`config.mk`:
```
export PLATFORM = sky130hd
export DESIGN_NAME = mmio_pwm_led_flat
export DESIGN_NICKNAME = d
export VERILOG_FILES = /design/src/rtl/mmio_pwm_led_pkg.sv /design/src/rtl/mmio_pwm_led_if.sv /design/src/rtl/pwm_channel.sv /design/src/rtl/mmio_pwm_led.sv /design/src/flat_wrapper.sv
export SDC_FILE = /design/constraint.sdc
export NUM_CORES = 1
export LEC_CHECK = 0
export ABC_AREA = 1
export CORE_AREA = 2 2 96 98
export CTS_BUF_LIST = sky130_fd_sc_hd__clkbuf_2 sky130_fd_sc_hd__clkbuf_4 sky130_fd_sc_hd__clkbuf_8
export CTS_CLUSTER_DIAMETER = 80
export DETAILED_ROUTE_END_ITERATION = 10
export DIE_AREA = 0 0 98 100
export HOLD_SLACK_MARGIN = 0.15
export PLACE_DENSITY = 0.7
export SYNTH_ARGS = -nofsm -noshare
export SYNTH_HDL_FRONTEND = slang
export SYNTH_SLANG_ARGS = --single-unit
```
`constraint.sdc`:
```
create_clock -name clk -period 2.4 [get_ports clk]
set_clock_uncertainty 0.05 [all_clocks]
set_input_delay 0.72 -clock clk [delete_from_list [all_inputs] [get_ports clk]]
set_output_delay 0.72 -clock clk [all_outputs]
set_load 0.005 [all_outputs]
```
`src/rtl/mmio_pwm_led_pkg.sv`:
```
// mmio_pwm_led_pkg: register offsets and shared widths for the memory-mapped PWM LED block.
package mmio_pwm_led_pkg;

  localparam int OFF_CTRL    = 32'sd0;
  localparam int OFF_PRESC   = 32'sd1;
  localparam int OFF_DUTY0   = 32'sd2;
  localparam int BLINK_CNT_W = 32'sd8;

endpackage

```
`src/rtl/mmio_pwm_led_if.sv`:
```
// mmio_pwm_led_if: single-cycle strobe CPU bus with registered read response.
interface mmio_pwm_led_if #(
  parameter int ADDR_W = 8,
  parameter int DATA_W = 8
);

  logic              write;
  logic              read;
  logic [ADDR_W-1:0] address;
  logic [DATA_W-1:0] wdata;
  logic [DATA_W-1:0] rdata;
  logic              rvalid;

  modport master (output write, read, address, wdata, input rdata, rvalid);
  modport slave  (input write, read, address, wdata, output rdata, rvalid);

endinterface

```
`src/rtl/pwm_channel.sv`:
```
// pwm_channel: one LED channel; latches the duty shadow at period start and drives a registered
// active-low LED bit from the compare against the shared PWM counter.
module pwm_channel #(
  parameter int PWM_W = 8
) (
  input  logic             clk,
  input  logic             rst,
  input  logic             load,
  input  logic [PWM_W-1:0] duty,
  input  logic [PWM_W-1:0] pwm_cnt,
  input  logic             en,
  input  logic             force_off,
  output logic             led_n
);

  logic [PWM_W-1:0] active_r;
  logic             on_s;

  assign on_s = en && !force_off && (pwm_cnt < active_r);

  // Active duty only changes on the wrap tick, so a period never sees a mid-period duty write.
  always_ff @(posedge clk) begin
    if (rst) begin
      active_r <= '0;
      led_n    <= 1'b1;
    end else begin
      if (load) begin
        active_r <= duty;
      end
      led_n <= ~on_s;
    end
  end

endmodule

```
`src/rtl/mmio_pwm_led.sv`:
```
// mmio_pwm_led: MMIO register bank, prescaler and shared PWM counter driving CHANNELS LEDs.
// Define LED_BLINK_EN to add the BLINK register and the per-period blink counter.
module mmio_pwm_led
  import mmio_pwm_led_pkg::*;
#(
  parameter int                ADDR_W    = 8,
  parameter int                DATA_W    = 8,
  parameter logic [ADDR_W-1:0] BASE_ADDR = 8'h80,
  parameter int                CHANNELS  = 3,
  parameter int                PWM_W     = 8
) (
  input  logic                clk,
  input  logic                rst,
  mmio_pwm_led_if.slave       bus,
  output logic [CHANNELS-1:0] led_n
);

  logic [ADDR_W-1:0]   off_s;
  logic                ctrl_sel_s;
  logic                presc_sel_s;
  logic [CHANNELS-1:0] duty_sel_s;
  logic [CHANNELS-1:0] ctrl_r;
  logic [DATA_W-1:0]   presc_r;
  logic [DATA_W-1:0]   presc_cnt_r;
  logic [PWM_W-1:0]    duty_r [CHANNELS];
  logic [PWM_W-1:0]    pwm_cnt_r;
  logic                tick_s;
  logic                wrap_s;
  logic [DATA_W-1:0]   rd_mux_s;
  logic [DATA_W-1:0]   blink_rd_s;
  logic [DATA_W-1:0]   rdata_r;
  logic                rvalid_r;
  logic [CHANNELS-1:0] force_off_s;

  // Address decode relative to the block base; addresses below base wrap to unmapped offsets.
  always_comb begin
    off_s       = bus.address - BASE_ADDR;
    ctrl_sel_s  = (off_s == ADDR_W'(OFF_CTRL));
    presc_sel_s = (off_s == ADDR_W'(OFF_PRESC));
    for (int i = 32'sd0; i < CHANNELS; i++) begin
      duty_sel_s[i] = (off_s == ADDR_W'(OFF_DUTY0 + i));
    end
  end

`ifdef LED_BLINK_EN
  logic                   blink_sel_s;
  logic [CHANNELS-1:0]    blink_r;
  logic [BLINK_CNT_W-1:0] blink_cnt_r;

  assign blink_sel_s = (off_s == ADDR_W'(OFF_DUTY0 + CHANNELS));
  assign force_off_s = blink_r & {CHANNELS{blink_cnt_r[BLINK_CNT_W-1]}};
  assign blink_rd_s  = blink_sel_s ? DATA_W'(blink_r) : '0;

  // Blink mask register and the counter of completed PWM periods.
  always_ff @(posedge clk) begin
    if (rst) begin
      blink_r     <= '0;
      blink_cnt_r <= '0;
    end else begin
      if (bus.write && blink_sel_s) begin
        blink_r <= bus.wdata[CHANNELS-1:0];
      end
      if (wrap_s) begin
        blink_cnt_r <= blink_cnt_r + BLINK_CNT_W'(1);
      end
    end
  end
`else
  assign force_off_s = '0;
  assign blink_rd_s  = '0;
`endif

  // Read mux: at most one select is hot, so the contributions are OR-ed together.
  always_comb begin
    rd_mux_s = blink_rd_s
             | (ctrl_sel_s  ? DATA_W'(ctrl_r) : '0)
             | (presc_sel_s ? presc_r         : '0);
    for (int i = 32'sd0; i < CHANNELS; i++) begin
      rd_mux_s = rd_mux_s | (duty_sel_s[i] ? DATA_W'(duty_r[i]) : '0);
    end
  end

  // Register bank writes; unmapped offsets match no select and are dropped.
  always_ff @(posedge clk) begin
    if (rst) begin
      ctrl_r  <= '0;
      presc_r <= '0;
      for (int i = 32'sd0; i < CHANNELS; i++) begin
        duty_r[i] <= '0;
      end
    end else if (bus.write) begin
      if (ctrl_sel_s) begin
        ctrl_r <= bus.wdata[CHANNELS-1:0];
      end
      if (presc_sel_s) begin
        presc_r <= bus.wdata;
      end
      for (int i = 32'sd0; i < CHANNELS; i++) begin
        if (duty_sel_s[i]) begin
          duty_r[i] <= bus.wdata[PWM_W-1:0];
        end
      end
    end
  end

  // Read response; a simultaneous write wins and suppresses the read.
  always_ff @(posedge clk) begin
    if (rst) begin
      rdata_r  <= '0;
      rvalid_r <= 1'b0;
    end else begin
      rvalid_r <= bus.read && !bus.write;
      if (bus.read && !bus.write) begin
        rdata_r <= rd_mux_s;
      end
    end
  end

  assign bus.rdata  = rdata_r;
  assign bus.rvalid = rvalid_r;

  assign tick_s = (presc_cnt_r == presc_r);
  assign wrap_s = tick_s && (pwm_cnt_r == '1);

  // Prescaler restarts on any PRESC write; the PWM counter keeps its position.
  always_ff @(posedge clk) begin
    if (rst) begin
      presc_cnt_r <= '0;
      pwm_cnt_r   <= '0;
    end else begin
      if ((bus.write && presc_sel_s) || tick_s) begin
        presc_cnt_r <= '0;
      end else begin
        presc_cnt_r <= presc_cnt_r + DATA_W'(1);
      end
      if (tick_s) begin
        pwm_cnt_r <= pwm_cnt_r + PWM_W'(1);
      end
    end
  end

  for (genvar g = 0; g < CHANNELS; g++) begin : g_ch
    pwm_channel #(
      .PWM_W (PWM_W)
    ) u_ch (
      .clk       (clk),
      .rst       (rst),
      .load      (wrap_s),
      .duty      (duty_r[g]),
      .pwm_cnt   (pwm_cnt_r),
      .en        (ctrl_r[g]),
      .force_off (force_off_s[g]),
      .led_n     (led_n[g])
    );
  end

endmodule

```
`src/flat_wrapper.sv`:
```
// flat-port wrapper written by rule: the top's interface ports become plain ports
module mmio_pwm_led_flat import mmio_pwm_led_pkg::*;
#(
  parameter int                ADDR_W    = 8,
  parameter int                DATA_W    = 8,
  parameter logic [ADDR_W-1:0] BASE_ADDR = 8'h80,
  parameter int                CHANNELS  = 3,
  parameter int                PWM_W     = 8
)
  (clk, rst, led_n, bus_write, bus_read, bus_address, bus_wdata, bus_rdata, bus_rvalid);
  mmio_pwm_led_if #(.ADDR_W(ADDR_W), .DATA_W(DATA_W)) bus_i ();
  input  logic clk;
  input  logic rst;
  output logic [CHANNELS-1:0] led_n;
  input wire logic [$bits(bus_i.write)-1:0] bus_write;
  input wire logic [$bits(bus_i.read)-1:0] bus_read;
  input wire logic [$bits(bus_i.address)-1:0] bus_address;
  input wire logic [$bits(bus_i.wdata)-1:0] bus_wdata;
  output wire logic [$bits(bus_i.rdata)-1:0] bus_rdata;
  output wire logic [$bits(bus_i.rvalid)-1:0] bus_rvalid;
  assign bus_i.write = bus_write;
  assign bus_i.read = bus_read;
  assign bus_i.address = bus_address;
  assign bus_i.wdata = bus_wdata;
  assign bus_rdata = bus_i.rdata;
  assign bus_rvalid = bus_i.rvalid;
  mmio_pwm_led #(.ADDR_W(ADDR_W), .DATA_W(DATA_W), .BASE_ADDR(BASE_ADDR), .CHANNELS(CHANNELS), .PWM_W(PWM_W)) u_core (.clk(clk), .rst(rst), .bus(bus_i), .led_n(led_n));
endmodule
```
==> run summary, run 1 <==
status: finished clean
vias in the first global route: 3,615
Tot Pwr: 0.00292 W
Setup Buffers After CTS: 0
chip width: 98 um
routed length on met1: 4440 um
wire per inst: 15.2 um
Highest Signal Layer: met4
Post-synth ARST share: 0%
Worst slew margin: 62.5%
CTS sink cnt: 87
max cap viols: 0
Synth area leaders: dfxtp_1 (30%), edfxtp_1 (17%), nand2_1 (9.7%)
worst-path fanout max: 8
Final Util: 55.7%
worst vdd ir: 0.298 mV
worst-margin pin slew: 0.560 ns
top-count cell post-synth: nand2_1
FF+latch area: 1980 sq um
Met2 Wirelength: 5230 um
DR vias/cell: 5.40
total track usage: 22.8%
first drt pass iteration count: 4
CTS buffer count: 9
Rows: 35
Post-Synth Adder-Cell Area: 6.73%
vias: 3,695
Post-Synth XOR/XNOR Area: 2.05%
R2R cell count: 6
hold path endpoint: u_core.g_ch[0].u_ch.active_r[2]
R2R Path Start: u_core.pwm_cnt_r[1]
layout cells sized above 1: 8.03%
Hold WC Path Type: flip-flop to flip-flop
fillers: 834
Avg Cell Area, Syn: 8.02 sq um
mux share of post-synthesis cell area: 0%
Post-synth top cells: nand2_1 (110), dfxtp_1 (63), a21oi_1 (59), inv_1 (59), nand3_1 (43)
R2R Setup Slk: 0.43 ns
worst skew pair latency: 0.35 ns
Yosys Warn Count: 0
met3 WL post-DR: 527 um
Most used DFF post-synth: dfxtp_1
H-tree depth: 3
Final setup viols: 0
FF+latch count, synth: 87
Leak: 1.96 nW
Worst EP required: 2.52 ns
Final Max Slew Viols: 0
sequential cell area fraction in the yosys report: 46.4%
Hold Violations, Final: 0
Antenna Cells: 0
Netlist cell types: 28
RD Place Congestion: 0.916
post-synth top area share: 29.5%
Fmax: 0.482 GHz
hold buffer count at cts: 0
TritonCTS clock tree: done
Final min period: 2.08 ns
main combinational cell family by area after synthesis: simple AND/OR/NAND/NOR gates
final wirelength: 10,400 um
Compound-Gate Fraction of Synth Area: 10.7%
Synth Instances: 533
PostCTS Resize Cnt: 0
PD cells: 589 nW/um^2
first-pass GRT wire length: 17,600 um
Port Buffer Count: 31
DP Wirelength: 7970 um
total global routing overflow: 0
Worst Setup Start Kind: primary input
Final period util: 86.5%
DRC Markers: 0
Core Area: 8890 sq um
clk buf depth: 2
mapped cell area: 4270 sq um
Layout Nets: 611
IO Pins: 32
crit end category: flip-flop
simple-gate portion of the synthesized area: 25.5%
initial antenna violation count: 0
Die ar.: 9800 sq um
Post-synth EDFFs: 24
syn_nets: 576
Min-Delay Path Depth: 2
Die Y: 100 um
number of DRC markers in iteration 0: 261
clock root buffer: clkbuf_8
largest net degree at the start of global routing: 32
Worst-path clk slew: 0.09 ns
RSZ-0062 raised after global routing: no
Area growth syn-to-layout: 15.9%
antenna viol nets, final: 0
hold wc startpoint: u_core.g_ch[0].u_ch.active_r[2]
Crit Path Class: primary input to flip-flop
CP arrival: 2.19 ns
area leader, netlist: dfxtp_1
Initial Util: 48.1%
worst flop-to-flop path endpoint: u_core.g_ch[1].u_ch.active_r[2]
area of the multi-input gates: 1930 sq um
layer usage:
| metal | GRT usage (%) | vias up |
|---|---|---|
| li1 | - | 1853 |
| met1 | 27.8 | 1735 |
| met2 | 40.3 | 88 |
| met3 | 4.04 | 19 |
| met4 | 8.44 | 0 |
| met5 | 0 | - |
worst max-delay path, cell delays in order:
cell and delay (ns):
clkdlybuf4s50_1 0.49, inv_2 0.13, nand2_1 0.09, nor2_2 0.11
nand2_1 0.08, nand2_1 0.07, nand3_1 0.23, nor2_1 0.28
power by group:
group / switching (W) / internal [W] / leakage (nW) / total, W
Clock: 0.000517 / 0.000612 / 0.118 / 0.00113
Sequential: 0.0000396 / 0.00154 / 0.737 / 0.00158
Combinational: 0.000117 / 0.0000923 / 1.10 / 0.000209
worst max-delay path by stage:
| stage | end | startpoint | cells past startpoint |
|---|---|---|---|
| floorplan | u_core.duty_r[0][0] | bus_address[6] | 6 |
| global placement | u_core.duty_r[0][20] | bus_address[0] | 8 |
| detailed placement | u_core.duty_r[0][4] | bus_address[1] | 8 |
| CTS | u_core.duty_r[0][12] | bus_address[1] | 8 |
| global route | u_core.duty_r[0][8] | bus_address[1] | 8 |
| finish | u_core.duty_r[0][12] | bus_address[0] | 8 |
through the flow:
stage	setup TNS (ns)	hold WS [ns]	setup slack (ns)	instances	cell area [sq um]
detailed placement	-0.158	0.407	-0.0299	668	4730
CTS	0	0.419	0.341	684	4950
floorplan	-0.252	0.350	-0.0158	533	4270
global placement	-0.000343	0.401	-0.000115	668	4730
finish	0	0.417	0.324	684	4950
global route	0	0.429	0.103	684	4950
area by class of cell:
class | instances | area share [%]
Sequential cell | 87 | 40.0
Timing Repair Buffer | 49 | 9.24
Clock inverter | 6 | 1.69
Clock buffer | 10 | 2.78
Inverter | 60 | 4.55
Multi-Input combinational cell | 361 | 38.9
Tap cell | 111 | 2.80
registers in the layout (all words and copies together) (netlist names):
register                   cells
u_core.duty_r                 24
u_core.g_ch.u_ch.active_r     24
u_core.bus.rdata               8
u_core.presc_cnt_r             8
u_core.presc_r                 8
u_core.pwm_cnt_r               8
u_core.ctrl_r                  3
u_core.g_ch.u_ch.led_n         3
u_core.bus.rvalid              1
placed cells by master, fill, tap and decap left out, types with 6 or more instances in the layout:
master             n
nand3_1           43
ha_1              23
clkdlybuf4s50_1   31
inv_1             60
nand4_1           29
nor2_1            40
o21ai_0           23
a21oi_1           59
clkbuf_8          10
edfxtp_1          24
xnor2_1            6
nand2_1          110
buf_4             17
dfxtp_1           63
cell families after synthesis:
group                      count (synthesis)
xor gates and xnor gates                  10
DFF                                       87
adders and majority gates                 23
buffers and inverters                     85
AOI/OAI and AO/OA                         89
and+or+nand+nor                          239
(Power assumes the default switching activity.)
==> inputs of run 2 (changes only) <==
--- a/config.mk
+++ b/config.mk
@@ -12,7 +12,7 @@
 export DETAILED_ROUTE_END_ITERATION = 10
 export DIE_AREA = 0 0 98 100
 export HOLD_SLACK_MARGIN = 0.15
-export PLACE_DENSITY = 0.7
+export PLACE_DENSITY = 0.71
 export SYNTH_ARGS = -nofsm -noshare
 export SYNTH_HDL_FRONTEND = slang
 export SYNTH_SLANG_ARGS = --single-unit
==> run summary, run 2 (synthesis gave the netlist of run 1 again) <==
DR vias/cell: 5.32
Worst Setup Start Kind: primary input
final wirelength: 10,300 um
layout cells sized above 1: 8.20%
total track usage: 22.1%
antenna viol nets, final: 0
internal power: 0.00235 W
Crit Path Class: primary input to flip-flop
Final min period: 2.11 ns
sw frac: 21.9%
max cap viols: 0
CTS buffer count: 9
slowest stage cell, crit path: clkdlybuf4s50_1
first drt pass iteration count: 4
Layout Nets: 611
clock root buffer: clkbuf_8
sequential share of power: 52.6%
Hold WC Path Type: flip-flop to flip-flop
setup slack after layout: 0.289 ns
TritonCTS clock tree: done
Initial Util: 48.1%
total global routing overflow: 0
Sw Pwr: 0.000661 W
most used cell, CP: nand2_1
Place WS: -0.0483 ns
worst path cell trace: clkdlybuf4s50_1 -> inv_1 -> nand2_1 -> nor2_2 -> nand2_1 -> nand2_1 -> nand3_1 -> nor2_1
RD Place Congestion: 0.849
clk buf depth: 2
chip width: 98 um
clock share of power: 40.5%
CP arrival: 2.22 ns
most common cell after layout, fill and taps aside: nand2_1
PostCTS Resize Cnt: 0
Non-Filler Instances: 684
Core Area: 8890 sq um
Leak: 1.96 nW
first-pass GRT wire length: 17,100 um
Setup Buffers After CTS: 0
Port Buffer Count: 31
Fmax: 0.474 GHz
DRC Markers: 0
vias: 3,637
Final Max Slew Viols: 0
Rows: 35
crit end category: flip-flop
Worst-path clk slew: 0.08 ns
most frequent cells in the layout: nand2_1 (110), dfxtp_1 (63), inv_1 (59), a21oi_1 (59), nand3_1 (43)
max incr delay on CP: 0.50 ns
RSZ-0062 raised after global routing: no
H-tree depth: 3
Final period util: 87.9%
vias in the first global route: 3,605
Die Y: 100 um
Antenna Cells: 0
DP Wirelength: 7830 um
PD cells: 605 nW/um^2
CTS sink cnt: 87
number of DRC markers in iteration 0: 228
worst vdd ir: 0.266 mV
Worst slew margin: 63.2%
initial antenna violation count: 0
largest net degree at the start of global routing: 32
IO Pins: 32
worst-margin pin slew: 0.550 ns
Hold Violations, Final: 0
hold_ws: 0.412 ns
Die ar.: 9800 sq um
Cells after DPL: 668
hold buffer count at cts: 0
worst-path fanout max: 8
Final setup viols: 0
Area growth syn-to-layout: 16.5%
status: finished clean
Worst EP required: 2.51 ns
Largest regs: u_core.duty_r (24), u_core.g_ch.u_ch.active_r (24)
worst skew pair latency: 0.35 ns
Comb power frac: 6.9%
wire per inst: 15.0 um
run 2: cell count changes in the layout (fill, tap and decap cells not counted), sizes merged:
cell | previous run | this run
inv | 62 | 60
bufinv | 2 | 3
clkbuf | 10 | 11
clkinv | 2 | 1
clkinvlp | 0 | 1
run 2: stage by stage:
| step | TNS [ns] | total power [W] | utilization (%) | instance area, sq um |
|---|---|---|---|---|
| floorplan | -0.252 | 0.00171 | - | 4270 |
| global placement | 0 | 0.00182 | 53.2 | 4730 |
| detailed placement | -0.243 | 0.00183 | 53.2 | 4730 |
| CTS | 0 | 0.00304 | 56.0 | 4980 |
| global route | 0 | 0.00312 | 56.0 | 4980 |
| finish | 0 | 0.00301 | 56.0 | 4980 |
run 2: layout make-up:
type / instances / area [sq um]
Clock buffer: 11 / 139
Clock inverter: 5 / 106
Fill cell: 813 / 3910
Inverter: 60 / 225
Multi-Input combinational cell: 361 / 1930
Sequential cell: 87 / 1980
Tap cell: 111 / 139
Timing Repair Buffer: 49 / 458
run 2: final timing paths:
check        depth (start not counted)                              end  slack, ns                       startpoint
max                                  8              u_core.duty_r[0][7]       0.29                   bus_address[1]
min                                  2  u_core.g_ch[1].u_ch.active_r[3]       0.41  u_core.g_ch[1].u_ch.active_r[3]
max reg2reg                          6  u_core.g_ch[2].u_ch.active_r[5]       0.48              u_core.pwm_cnt_r[1]
min reg2reg                          2  u_core.g_ch[1].u_ch.active_r[3]       0.41  u_core.g_ch[1].u_ch.active_r[3]
run 2: critical path: cells and delay by family:
kind                   cells  cell delay [ns]
AND/OR/NAND/NOR            6             0.88
buffers and inverters      2             0.63
run 2: power by group through the flow:
stage | registers [W] | logic, W | clock network, W
after floorplan | 0.00160 | 0.000109 | 0
after global placement | 0.00162 | 0.000205 | 0
after detailed placement | 0.00162 | 0.000210 | 0
after CTS | 0.00158 | 0.000210 | 0.00125
after global routing | 0.00159 | 0.000236 | 0.00130
final | 0.00158 | 0.000209 | 0.00122
run 2: metal layers:
metal	track usage [%]	vias up	part of all wire (%)
met4	10.4	0	3.4
met2	37.9	110	50
li1	-	1853	-
met1	26.2	1644	42
met3	5.29	30	5.3
met5	0	-	0
